<file path="src/rtl/reg_share_arbiter_pkg.sv">
// Shared types, sizing and helper functions for the shared-register arbiter.
package reg_arb_pkg;

  localparam int unsigned NREQ     = 4;
  localparam int unsigned WIDTH    = 4;
  localparam int unsigned MAX_HOLD = 8;
  localparam int unsigned IDW      = $clog2(NREQ);

  typedef enum logic {
    IDLE  = 1'b0,
    OWNED = 1'b1
  } arb_state_e;

  // One-hot decode of a requester ID.
  function automatic logic [NREQ-1:0] onehot(input logic [IDW-1:0] id);
    onehot     = '0;
    onehot[id] = 1'b1;
  endfunction

  // First set request scanning upward from ptr, wrapping modulo NREQ.
  function automatic logic [IDW-1:0] rr_pick(input logic [NREQ-1:0] req,
                                             input logic [IDW-1:0]  ptr);
    logic        found;
    int unsigned idx;
    rr_pick = '0;
    found   = 1'b0;
    for (int unsigned k = 0; k < NREQ; k++) begin
      idx = (32'(ptr) + k) % NREQ;
      if (!found && req[IDW'(idx)]) begin
        found   = 1'b1;
        rr_pick = IDW'(idx);
      end
    end
  endfunction

endpackage

</file>
<file path="src/rtl/reg_share_arbiter_if.sv">
// Requester-side bus of the shared register: requests, data and published state.
interface reg_share_arbiter_if;
  import reg_arb_pkg::*;

  logic [NREQ-1:0]       req;
  logic [NREQ-1:0]       lock;
  logic [NREQ*WIDTH-1:0] wdata;
  logic [NREQ-1:0]       gnt;
  logic [WIDTH-1:0]      q;
  logic [IDW-1:0]        q_owner;
  logic                  q_upd;
  logic                  busy;

  modport master (
    output req, lock, wdata,
    input  gnt, q, q_owner, q_upd, busy
  );

  modport slave (
    input  req, lock, wdata,
    output gnt, q, q_owner, q_upd, busy
  );
endinterface

</file>
<file path="src/rtl/reg_share_arbiter_rr_picker.sv">
// Rotating-priority encoder: first active request at or above ptr, with wrap.
module rr_picker
  import reg_arb_pkg::*;
(
  input  logic [NREQ-1:0] req_i,
  input  logic [IDW-1:0]  ptr_i,
  output logic            valid_c_o,
  output logic [IDW-1:0]  index_c_o
);

  assign valid_c_o = |req_i;
  assign index_c_o = rr_pick(req_i, ptr_i);

endmodule

</file>
<file path="src/rtl/reg_share_arbiter.sv">
// Round-robin owner of one shared WIDTH-bit register among NREQ requesters.
module reg_share_arbiter
  import reg_arb_pkg::*;
(
  input  logic                clk,
  input  logic                rst_n,
  reg_share_arbiter_if.slave  bus
);

  localparam int unsigned HCW = $clog2(MAX_HOLD + 1);

  arb_state_e       state_q, state_d;
  logic [IDW-1:0]   owner_q, owner_d;
  logic [IDW-1:0]   ptr_q, ptr_d;
  logic [HCW-1:0]   hold_q, hold_d;
  logic [WIDTH-1:0] q_q, q_d;
  logic [IDW-1:0]   q_owner_q, q_owner_d;
  logic             q_upd_q, q_upd_d;
  logic [NREQ-1:0]  gnt_q, gnt_d;
  logic             busy_q, busy_d;

  logic             pick_valid_c;
  logic [IDW-1:0]   pick_idx_c;
  logic             wr_c;
  logic             release_c;

  rr_picker u_picker (
    .req_i     (bus.req),
    .ptr_i     (ptr_q),
    .valid_c_o (pick_valid_c),
    .index_c_o (pick_idx_c)
  );

  // Handshake and release decisions for the current owner.
  assign wr_c      = (state_q == OWNED) && bus.req[owner_q] && gnt_q[owner_q];
  assign release_c = (state_q == OWNED) &&
                     (!bus.lock[owner_q] ||
                      (hold_q == HCW'(MAX_HOLD - 1)) ||
                      (!bus.req[owner_q] && !bus.lock[owner_q]));

  // State and output registers.
  always_ff @(posedge clk or negedge rst_n) begin
    if (!rst_n) begin
      state_q   <= IDLE;
      owner_q   <= '0;
      ptr_q     <= '0;
      hold_q    <= '0;
      q_q       <= '0;
      q_owner_q <= '0;
      q_upd_q   <= 1'b0;
      gnt_q     <= '0;
      busy_q    <= 1'b0;
    end else begin
      state_q   <= state_d;
      owner_q   <= owner_d;
      ptr_q     <= ptr_d;
      hold_q    <= hold_d;
      q_q       <= q_d;
      q_owner_q <= q_owner_d;
      q_upd_q   <= q_upd_d;
      gnt_q     <= gnt_d;
      busy_q    <= busy_d;
    end
  end

  // Ownership sequencing: acquire in IDLE, count and release in OWNED.
  always_comb begin
    state_d = state_q;
    owner_d = owner_q;
    ptr_d   = ptr_q;
    hold_d  = hold_q;
    unique case (state_q)
      IDLE: begin
        if (pick_valid_c) begin
          owner_d = pick_idx_c;
          hold_d  = '0;
          state_d = OWNED;
        end
      end
      OWNED: begin
        if (hold_q != HCW'(MAX_HOLD)) hold_d = hold_q + HCW'(1);
        if (release_c) begin
          state_d = IDLE;
          ptr_d   = (owner_q == IDW'(NREQ - 1)) ? '0 : owner_q + IDW'(1);
        end
      end
      default: state_d = IDLE;
    endcase
  end

  // Next values of the published outputs; gnt/busy follow the next state.
  always_comb begin
    q_d       = q_q;
    q_owner_d = q_owner_q;
    q_upd_d   = 1'b0;
    gnt_d     = '0;
    busy_d    = 1'b0;
    if (wr_c) begin
      q_d       = bus.wdata[owner_q*WIDTH +: WIDTH];
      q_owner_d = owner_q;
      q_upd_d   = 1'b1;
    end
    if (state_d == OWNED) begin
      gnt_d  = onehot(owner_d);
      busy_d = 1'b1;
    end
  end

  assign bus.gnt     = gnt_q;
  assign bus.q       = q_q;
  assign bus.q_owner = q_owner_q;
  assign bus.q_upd   = q_upd_q;
  assign bus.busy    = busy_q;

endmodule

</file>
<file path="src/flat_wrapper.sv">
// flat-port wrapper written by rule: the top's interface ports become plain ports
module reg_share_arbiter_flat import reg_arb_pkg::*;
  (clk, rst_n, bus_req, bus_lock, bus_wdata, bus_gnt, bus_q, bus_q_owner, bus_q_upd, bus_busy);
  reg_share_arbiter_if bus_i ();
  input  logic clk;
  input  logic rst_n;
  input wire logic [$bits(bus_i.req)-1:0] bus_req;
  input wire logic [$bits(bus_i.lock)-1:0] bus_lock;
  input wire logic [$bits(bus_i.wdata)-1:0] bus_wdata;
  output wire logic [$bits(bus_i.gnt)-1:0] bus_gnt;
  output wire logic [$bits(bus_i.q)-1:0] bus_q;
  output wire logic [$bits(bus_i.q_owner)-1:0] bus_q_owner;
  output wire logic [$bits(bus_i.q_upd)-1:0] bus_q_upd;
  output wire logic [$bits(bus_i.busy)-1:0] bus_busy;
  assign bus_i.req = bus_req;
  assign bus_i.lock = bus_lock;
  assign bus_i.wdata = bus_wdata;
  assign bus_gnt = bus_i.gnt;
  assign bus_q = bus_i.q;
  assign bus_q_owner = bus_i.q_owner;
  assign bus_q_upd = bus_i.q_upd;
  assign bus_busy = bus_i.busy;
  reg_share_arbiter u_core (.clk(clk), .rst_n(rst_n), .bus(bus_i));
endmodule
</file>
<file path="config.mk">
export PLATFORM = sky130hd
export DESIGN_NAME = reg_share_arbiter_flat
export DESIGN_NICKNAME = d
export VERILOG_FILES = /design/src/rtl/reg_share_arbiter_pkg.sv /design/src/rtl/reg_share_arbiter_if.sv /design/src/rtl/reg_share_arbiter_rr_picker.sv /design/src/rtl/reg_share_arbiter.sv /design/src/flat_wrapper.sv
export SDC_FILE = /design/constraint.sdc
export NUM_CORES = 1
export LEC_CHECK = 0
export CORE_UTILIZATION = 45
export CTS_CLUSTER_DIAMETER = 60
export DETAILED_ROUTE_END_ITERATION = 8
export PLACE_DENSITY = 0.88
export RECOVER_POWER = 100
export SETUP_SLACK_MARGIN = 0.1
export SYNTH_ARGS = -nofsm -noshare
export SYNTH_HDL_FRONTEND = slang
export SYNTH_HIERARCHICAL = 1
export SYNTH_SLANG_ARGS = --single-unit
</file>
<file path="constraint.sdc">
create_clock -name clk -period 1.9 [get_ports clk]
set_clock_uncertainty 0.05 [all_clocks]
set_input_delay 0.38 -clock clk [delete_from_list [all_inputs] [get_ports clk]]
set_output_delay 0.38 -clock clk [all_outputs]
set_load 0.02 [all_outputs]
</file>
=== Word level (Yosys, flattened, before mapping) ===
Index checks and enable logic that the tools add are counted.

* Equal/unequal tests: 5
* Bitwise logic cells: 1
* Magnitude comparators: 7
* Reductions and logical operators: 18
* Add/sub/neg operators: 5
* Div/mod/pow operators: 0
* Mux-type cells: 35
* Shifts and indexed selects: 1
* $mul: 0

{| class="wikitable"
|+ Operators by type and width
! operator !! number
|-
| 2-bit by 3-bit < comparator with 1-bit output, second input constant || 6
|-
| 16-bit by 5-bit indexed part select with 4-bit output || 1
|-
| 1-bit 2-to-1 mux || 15
|-
| 1-bit binary-select mux with 2-bit select || 7
|-
| 2-bit 2-to-1 mux || 7
|-
| 4-bit 2-to-1 mux || 3
|-
| 1-bit logical AND || 8
|-
| 4-bit case mux with 2 select lines || 1
|-
| 1-bit logical NOT || 5
|-
| 2-bit by 1-bit adder with 2-bit output, second input constant || 2
|-
| 2-bit adder, second input constant || 2
|-
| 4-bit by 1-bit adder with 4-bit output, second input constant || 1
|-
| 4-bit by 3-bit == test with 1-bit output, second input constant || 1
|-
| 4-bit != test, second input constant || 1
|-
| 2-bit AND reduction || 2
|-
| 4-bit OR reduction || 1
|-
| 1-bit demux with 2-bit select || 1
|-
| 2-bit == test, second input constant || 1
|-
| 2-bit by 1-bit >= comparator with 1-bit output, second input constant || 1
|-
| 1-bit logical OR || 2
|-
| 2-bit by 1-bit != test with 1-bit output, second input constant || 1
|-
| 2-bit != test, second input constant || 1
|-
| 1-bit case mux with 2 select lines || 1
|-
| 1-bit NOT || 1
|}

* Bits in registers: 21
* Input bits: 26
* Memories kept: 0
* RAM bits: 0
* Memory bits (read-only): 0
* Latch bits: 0

=== Longest topological paths before layout ===
Gate-level depths: netlist of run 1.

* Depth after elaboration: 19
* Depth in mapped cells: 6

=== Modules after synthesis ===
Netlist of run 1, hierarchy kept.

{| class="wikitable"
|+ By module, submodules not included
! module !! cells an instance !! area an instance (um2) !! sequential area each (um2) !! times used
|-
| reg_share_arbiter || 87 || 1081.0 || 500.5 || 1
|-
| rr_picker || 15 || 77.6 || 0.0 || 1
|}

=== Worst setup path after synthesis of run 1 ===
No wires, ideal clock.

* Path type: flip-flop to flip-flop
* Start point: register u_core/bus.busy (netlist name)
* End point: register u_core.q_q[0], in the netlist u_core/bus.q[0]
* Setup time: 0.125 ns
* Stages on the path, launching flop included: 6
* Buffers on the path: 1
* Data arrival time: 1.490 ns
* Path slack: 0.234 ns
* Cells stage by stage: dfrtp_1 > inv_1 > a311o_1 > a31o_1 > buf_6 > mux2_4

{| class="wikitable"
|+ RTL lines
! item !! RTL line !! RTL
|-
| end signal, assigned || reg_share_arbiter.sv:58 || <nowiki>q_q <= q_d;</nowiki>
|-
| end, declared || reg_share_arbiter.sv:16 || <nowiki>logic [WIDTH-1:0] q_q, q_d;</nowiki>
|}

=== Worst setup path in the final report of run 1 ===
* Start point: input bus_req[0]
* End point: register u_core.q_q[0], in the netlist u_core/bus.q[0]

* Cells in the longest elaborated chain, start to end: 4

{| class="wikitable"
|+ Ends and longest elaborated chain
! item !! RTL line !! RTL
|-
| start, declared || flat_wrapper.sv:7 || <nowiki>input wire logic [$bits(bus_i.req)-1:0] bus_req;</nowiki>
|-
| 1-bit binary-select mux with 2-bit select || reg_share_arbiter.sv:35 || <nowiki>assign wr_c = (state_q == OWNED) && bus.req[owner_q] && gnt_q[owner_q];</nowiki>
|-
| 1-bit 2-to-1 mux (implied by the code) || reg_share_arbiter.sv:35 ||
|-
| 1-bit logical AND (2 in a row) || reg_share_arbiter.sv:35 ||
|}

No other way between the ends. The select of a mux whose other input is x is not followed.
A chain may end at the register's enable or synchronous reset.

==> summary.txt, run 1 <==
Run status
  • Status: completed

Logic synthesis
  • Largest area contributor in the netlist: dfrtp_1
  • Post-Synthesis Cells: 102
  • Adder-Cell Fraction of Synth Area: 0.0324
  • Most common flop cell mapped by yosys: dfrtp_1
  • Syn_area_per_cell: 11.4 µm²
  • Synth top area share: 0.432
  • Multiplexer share of the synthesized area: 0.233
  • Yosys cell types: 31
  • Async S/R FF share, synth: 1.00
  • Synthesized Nets: 131
  • Synth Area in Simple Gates: 0.100
  • Register area share after synthesis: 0.432
  • Yosys warning total: 6
  • XOR/XNOR Fraction of Synth Area: 0.00756
  • Top cells by area, synth: dfrtp_1 (43%), mux4_1 (11%), mux2_4 (6.5%)
  • Synthesized area: 1160 µm²
  • Synth Area in Compound Gates: 0.126
  • Post-synth EDFFs: 0
  • Yosys reg bits: 20
  • Largest family of logic cells by synthesized area: multiplexers

Clock tree
  • CTS Sinks: 20
  • Worst skew pair latency: 300 ps
  • Hold-fix buffers at CTS: 0
  • Reg clk slew, reported paths: 100 ps
  • # H-tree levels: 1
  • Number of CTS-inserted buffers: 3
  • Post-CTS Resized: 2
  • Root Driver: clkbuf_4
  • Post-CTS setup buffer count: 0
  • Deepest clock path buffer count: 2
  • CTS tree: built

Floorplanning
  • Io pins: 38
  • Die ar.: 2780 µm²
  • Initial Util: 0.472
  • Die W: 52.7 µm
  • Core ar.: 2450 µm²
  • # rows: 18
  • Chip Height: 52.7 µm

Cells and area
  • Layout Nets: 179
  • Layout cell share with drive strength beyond 1: 0.168
  • Utilization after layout: 0.670
  • Area of the multi-input gates: 591 µm²
  • Register area: 502 µm²
  • Number of inserted diodes: 0
  • Commonest cells after routing, fill and taps aside: clkdlybuf4s50_1 (35), dfrtp_1 (19), inv_1 (11)
  • Most common cell after layout, fill and taps aside: clkdlybuf4s50_1
  • Fill count: 190
  • Cell area after layout: 1640 µm²
  • Area grow syn2layout: 41.9%

Run
  • Number of max-cap violations: 0

Drt
  • Drt pass-1 iters: 4
  • ANT nets after route: 0
  • Residual DRC count: 0
  • Vias/cell: 5.43
  • Detailed router's first-iteration violation count: 18
  • Routed vias: 972
  • Post-Route WL: 2680 µm
  • Avg WL per Cell: 15.0 µm

Setup path
  • Crit path DAT: 1980 ps
  • Worst path required time: 2040 ps
  • CP Capture Type: register
  • Family with the most delay on the worst path: compound AO/OA/AOI/OAI gates
  • CP bufs+invs: 1
  • Cell at the slowest stage of the critical path: clkdlybuf4s50_1
  • Crit path max fanout: 7
  • WS Path Type: in2reg
  • CP max stage delay: 500 ps
  • CP Launch Type: input port
  • Cells along the critical path: clkdlybuf4s50_1 -> a211oi_1 -> a311o_1 -> a31o_1 -> mux2_4

GRT
  • Pin count of the biggest net entering global routing: 21
  • Gr ovfl total: 0
  • GRT Util Overall: 0.223
  • First-pass GRT wire length: 4390 µm
  • Initial antenna violation count: 0
  • Vias in the first global route: 982

Timing
  • Unrepaired setup endpoints after global routing: yes
  • Tmin final: 1830 ps
  • Max Fclk: 0.545 GHz
  • Final Hold Viols: 0
  • Relative slew margins: 0.303
  • Worst slew pin tran: 1050 ps
  • Max Slew Vio Count: 0
  • Period utilization: 0.966
  • Setup TNS: 0 ps
  • Final setup fails: 0

Placement
  • PortBufs: 37
  • GP Congestion: 0.796
  • HPWL Detailed: 2160 µm
  • Post-place instance area: 1600 µm²

Power and ir drop
  • Leakage: 0.747 nW
  • Total power: 2.48 mW
  • Power density over the cells: 1510 nW/µm²
  • VDD IR max: 1190 µV

Worst hold path
  • Worst Hold Class: reg2reg
[worst paths after layout]
check	start	endpoint	slack, ps	cells after the start
max	bus_req[0]	u_core/bus.q[0]	70	5
min	u_core/bus.q_owner[1]	u_core/bus.q_owner[1]	470	2
max reg2reg	u_core/owner_q[0]	u_core/bus.q[3]	130	3
min reg2reg	u_core/bus.q_owner[1]	u_core/bus.q_owner[1]	470	2
max in group asynchronous	rst_n	u_core/owner_q[1]	380	2
min in group asynchronous	rst_n	u_core/bus.q_owner[0]	720	2
[synthesized netlist by cell type (2+ instances only)]
library cell and count:
nand2b_1 2, o21ai_0 5, mux2_2 3, dfrtp_1 20, buf_6 2, ha_1 3, mux2i_1 3, nor2_1 7
inv_2 2, inv_1 11, mux4_1 5, a21oi_1 5, mux2_4 5, nand2_1 6, nand3_1 7
[cell families (layout without fill, tap and decap cells)]
family,after synthesis,after routing
mux,16,16
fa+ha+maj,3,3
simple gates,25,25
compound gates,21,21
xor+xnor,1,1
buf+inv,16,63
flops,20,20
[worst reg2reg max path, delay by kind of cell (launching register included)]
family	cells	cell delay (ps)
buffers and inverters	1	240
multiplexers	2	890
flip-flops	1	490
[metal layers]
metal / track usage / wire (µm) / up-vias
met5: 0 / 0 / -
met4: 0.0702 / 38 / 0
met3: 0.0609 / 161 / 6
met2: 0.416 / 1400 / 40
met1: 0.238 / 1080 / 461
li1: - / - / 465
[state kept, by name, summed over array words and instances, names as in the netlist]
register            flops
u_core/bus.busy         1
u_core/hold_q           4
u_core/bus.q_upd        1
u_core/bus.q_owner      2
u_core/bus.q            4
u_core/ptr_q            2
u_core/bus.gnt          4
u_core/owner_q          2
[per-stage QoR]
| stage | worst slack (ps) | hold slack [ps] | std cells |
|---|---|---|---|
| CTS | 128 | 360 | 179 |
| global placement | -182 | 447 | 175 |
| detailed placement | -234 | 453 | 175 |
| global route | 39.7 | 497 | 179 |
| floorplan | 234 | 34.4 | 102 |
| finish | 65.4 | 475 | 179 |
[where the power goes]
group / switching, mW / internal [mW] / total [mW] / leakage [nW]
registers: 0.191 / 0.622 / 0.813 / 0.247
logic: 0.657 / 0.773 / 1.43 / 0.479
clock network: 0.120 / 0.117 / 0.237 / 0.0210
total: 0.968 / 1.51 / 2.48 / 0.747
[final cells by class]
cell class                      count  share of cell area
Multi-Input combinational cell     66               0.359
Sequential cell                    20               0.305
Inverter                           13              0.0297
Tap cell                           30              0.0228
Clock buffer                        4              0.0221
Timing Repair Buffer               46               0.261
Note: power is estimated with default switching activity, not from simulation.
==> inputs of run 2 (changes only) <==
--- a/config.mk
+++ b/config.mk
@@ -5,10 +5,10 @@
 export SDC_FILE = /design/constraint.sdc
 export NUM_CORES = 1
 export LEC_CHECK = 0
-export CORE_UTILIZATION = 45
+export CORE_UTILIZATION = 35
 export CTS_CLUSTER_DIAMETER = 60
 export DETAILED_ROUTE_END_ITERATION = 8
-export PLACE_DENSITY = 0.88
+export PLACE_DENSITY = 0.62
 export RECOVER_POWER = 100
 export SETUP_SLACK_MARGIN = 0.1
 export SYNTH_ARGS = -nofsm -noshare
==> run 2 against run 1 <==
  * Largest power group unchanged
  * Clock power rose by 3%
  * Highest routed layer is now met3
  * Fmax rose by 2.4%
  * Design area rose by 0.15%
  * Utilization fell by 14 points
  * Register-to-register slack barely moved
  * Combinational power fell by 8%
  * Clock-buffer cell count did not move
==> summary.txt, run 2 (synthesis gave the netlist of run 1 again) <==
Cells and area
  • Layout Nets: 179 (unchanged)
  • Utilization after layout: 0.531 (-0.139)
  • Number of inserted diodes: 0 (unchanged)
  • Layout cell share with drive strength beyond 1: 0.141 (-0.0268)
  • Area grow syn2layout: 42.1%
  • Area of the multi-input gates: 576 µm² (-2.5%)
  • Fill count: 308 (+62%)
  • Register area: 502 µm² (unchanged)
  • Most common cell after layout, fill and taps aside: clkdlybuf4s50_1
  • Commonest cells after routing, fill and taps aside: clkdlybuf4s50_1 (25), dfrtp_1 (19), dlygate4sd3_1 (11), inv_1 (11)
  • Cell area after layout: 1650 µm² (+0.15%)

Placement
  • PortBufs: 37 (unchanged)
  • GP Congestion: 0.713 (-11%)
  • HPWL Detailed: 2250 µm (+4.2%)
  • Post-place instance area: 1620 µm² (+1.1%)

Clock tree
  • Number of CTS-inserted buffers: 3 (unchanged)
  • Worst skew pair latency: 290 ps (about the same)
  • Post-CTS setup buffer count: 0 (unchanged)
  • Root Driver: clkbuf_4
  • Reg clk slew, reported paths: 110 ps (about the same)
  • CTS tree: built
  • CTS Sinks: 20 (unchanged)
  • Deepest clock path buffer count: 2 (unchanged)
  • # H-tree levels: 1 (unchanged)

Setup path
  • Cells along the critical path: dlygate4sd3_1
  • Crit path DAT: 1360 ps (-620 ps)
  • CP bufs+invs: 1 (unchanged)
  • CP max stage delay: 660 ps (+160 ps)
  • CP Capture Type: output pin
  • CP Launch Type: register
  • Crit path max fanout: 2 (-5)
  • Worst path required time: 1470 ps (-570 ps)
  • WS Path Type: reg2out
  • Family with the most delay on the worst path: buffers and inverters
  • Cell at the slowest stage of the critical path: dlygate4sd3_1

Timing
  • Final Hold Viols: 0 (unchanged)
  • Tmin final: 1790 ps (-42.3 ps)
  • Relative slew margins: 0.268 (-0.0343)
  • Unrepaired setup endpoints after global routing: no
  • Worst slew pin tran: 1100 ps (+51.4 ps)
  • Max Fclk: 0.558 GHz (+2.4%)
  • Final setup fails: 0 (unchanged)
  • Max Slew Vio Count: 0 (unchanged)
  • Period utilization: 0.943 (-0.0223)

GRT
  • Pin count of the biggest net entering global routing: 21 (unchanged)
  • Initial antenna violation count: 0 (unchanged)
  • GRT Util Overall: 0.181 (-0.0419)
  • Vias in the first global route: 1024 (+4.3%)
  • Gr ovfl total: 0 (unchanged)
  • First-pass GRT wire length: 4820 µm (+9.8%)

Drt
  • Vias/cell: 5.01 (-7.8%)
  • Routed vias: 966 (-0.62%)
  • Detailed router's first-iteration violation count: 33 (+15)
  • Residual DRC count: 0 (unchanged)
  • Avg WL per Cell: 14.8 µm (-1.5%)
  • Post-Route WL: 2850 µm (+6.2%)
  • ANT nets after route: 0 (unchanged)
  • Drt pass-1 iters: 4 (unchanged)

Floorplanning
  • Initial Util: 0.373 (-0.0986)
  • Core ar.: 3100 µm² (+26%)
  • # rows: 20 (+2)
  • Chip Height: 59.5 µm (+13%)
  • Die ar.: 3540 µm² (+27%)
  • Die W: 59.5 µm (+13%)
  • Io pins: 38 (unchanged)

Power and ir drop
  • Internal power: 1.40 mW (-7.1%)
  • Power density over the cells: 1430 nW/µm² (-5.1%)
  • NetSw: 952 µW (-1.7%)
  • VDD IR max: 722 µV (-39%)
  • Comb power frac: 0.562 (-0.015)
  • Leakage: 0.740 nW (-0.94%)
  • Net Sw Frac: 0.404 (+0.0135)
  • Reg power frac: 0.335 (+0.007)
  • Clock network power share: 0.103 (+0.008)

Worst hold path
  • Worst Hold Class: reg2reg

Run
  • Number of max-cap violations: 0 (unchanged)

Run status
  • Status: completed
-- run 2: changes by cell type in the layout (fill, tap and decap cells not counted), sizes merged --
| cell | change |
|---|---|
| clkdlybuf4s50 | -10 |
| dlygate4sd3 | +10 |
-- run 2: final cells by class --
type / count / share of cell area
multi-input combinational: 66 / 0.350
tap: 44 / 0.0334
clock buffer: 4 / 0.0220
sequential: 20 / 0.305
timing repair buffer: 46 / 0.261
inverter: 13 / 0.0296
-- run 2: per-layer routing --
metal / vias up / GRT usage / wire [µm]
met5: - / 0 / 0
met4: 0 / 0.0399 / 0
li1: 471 / - / -
met1: 451 / 0.239 / 1300
met2: 44 / 0.305 / 1300
met3: 0 / 0.0371 / 248
-- run 2: repair_timing --
action	4_1_cts	5_1_grt
gates resized for setup	2	5
endpoints found under the setup margin	6	11
hold buffers	0	0
-- run 2: per-stage QoR --
stage	setup slack, ps	setup TNS (ps)	std cells	power [mW]	hold slack (ps)
final	108	0	193	2.36	447
after global routing	55.2	0	193	2.54	475
after CTS	119	0	193	2.49	365
after detailed placement	-252	-2080	189	2.24	444
after global placement	-172	-1420	189	2.20	452
after floorplan	234	0	102	1.72	34.4
-- run 2: power by group through the flow --
stage | clock [mW] | sequential (mW) | combinational [mW]
after floorplan | 0 | 0.899 | 0.823
after global placement | 0 | 0.803 | 1.40
after detailed placement | 0 | 0.805 | 1.44
after CTS | 0.257 | 0.794 | 1.44
after global routing | 0.267 | 0.817 | 1.45
final | 0.243 | 0.790 | 1.32
-- run 2: worst reg2reg max path, stage by stage, from the launching register on --
cell and delay (ps):
dfrtp_1 510, buf_4 210, mux4_1 590, mux2_4 290
-- run 2: final timing paths --
kind,start,endpoint,slack (ps),cells after the start
max,u_core/bus.q[3],bus_q[3],110,1
min,u_core/bus.q[2],u_core/bus.q[2],450,1
max reg2reg,u_core/owner_q[0],u_core/bus.q[3],140,3
min reg2reg,u_core/bus.q[2],u_core/bus.q[2],450,1
max in group asynchronous,rst_n,u_core/owner_q[1],390,2
min in group asynchronous,rst_n,u_core/bus.q_owner[0],680,2
==> inputs of run 3 (changes only) <==
--- a/config.mk
+++ b/config.mk
@@ -5,6 +5,7 @@
 export SDC_FILE = /design/constraint.sdc
 export NUM_CORES = 1
 export LEC_CHECK = 0
+export ABC_CLOCK_PERIOD_IN_PS = 1900
 export CORE_UTILIZATION = 35
 export CTS_CLUSTER_DIAMETER = 60
 export DETAILED_ROUTE_END_ITERATION = 8
==> results of run 3 <==
Final layout, timing and power as in run 2 (identical DEF).
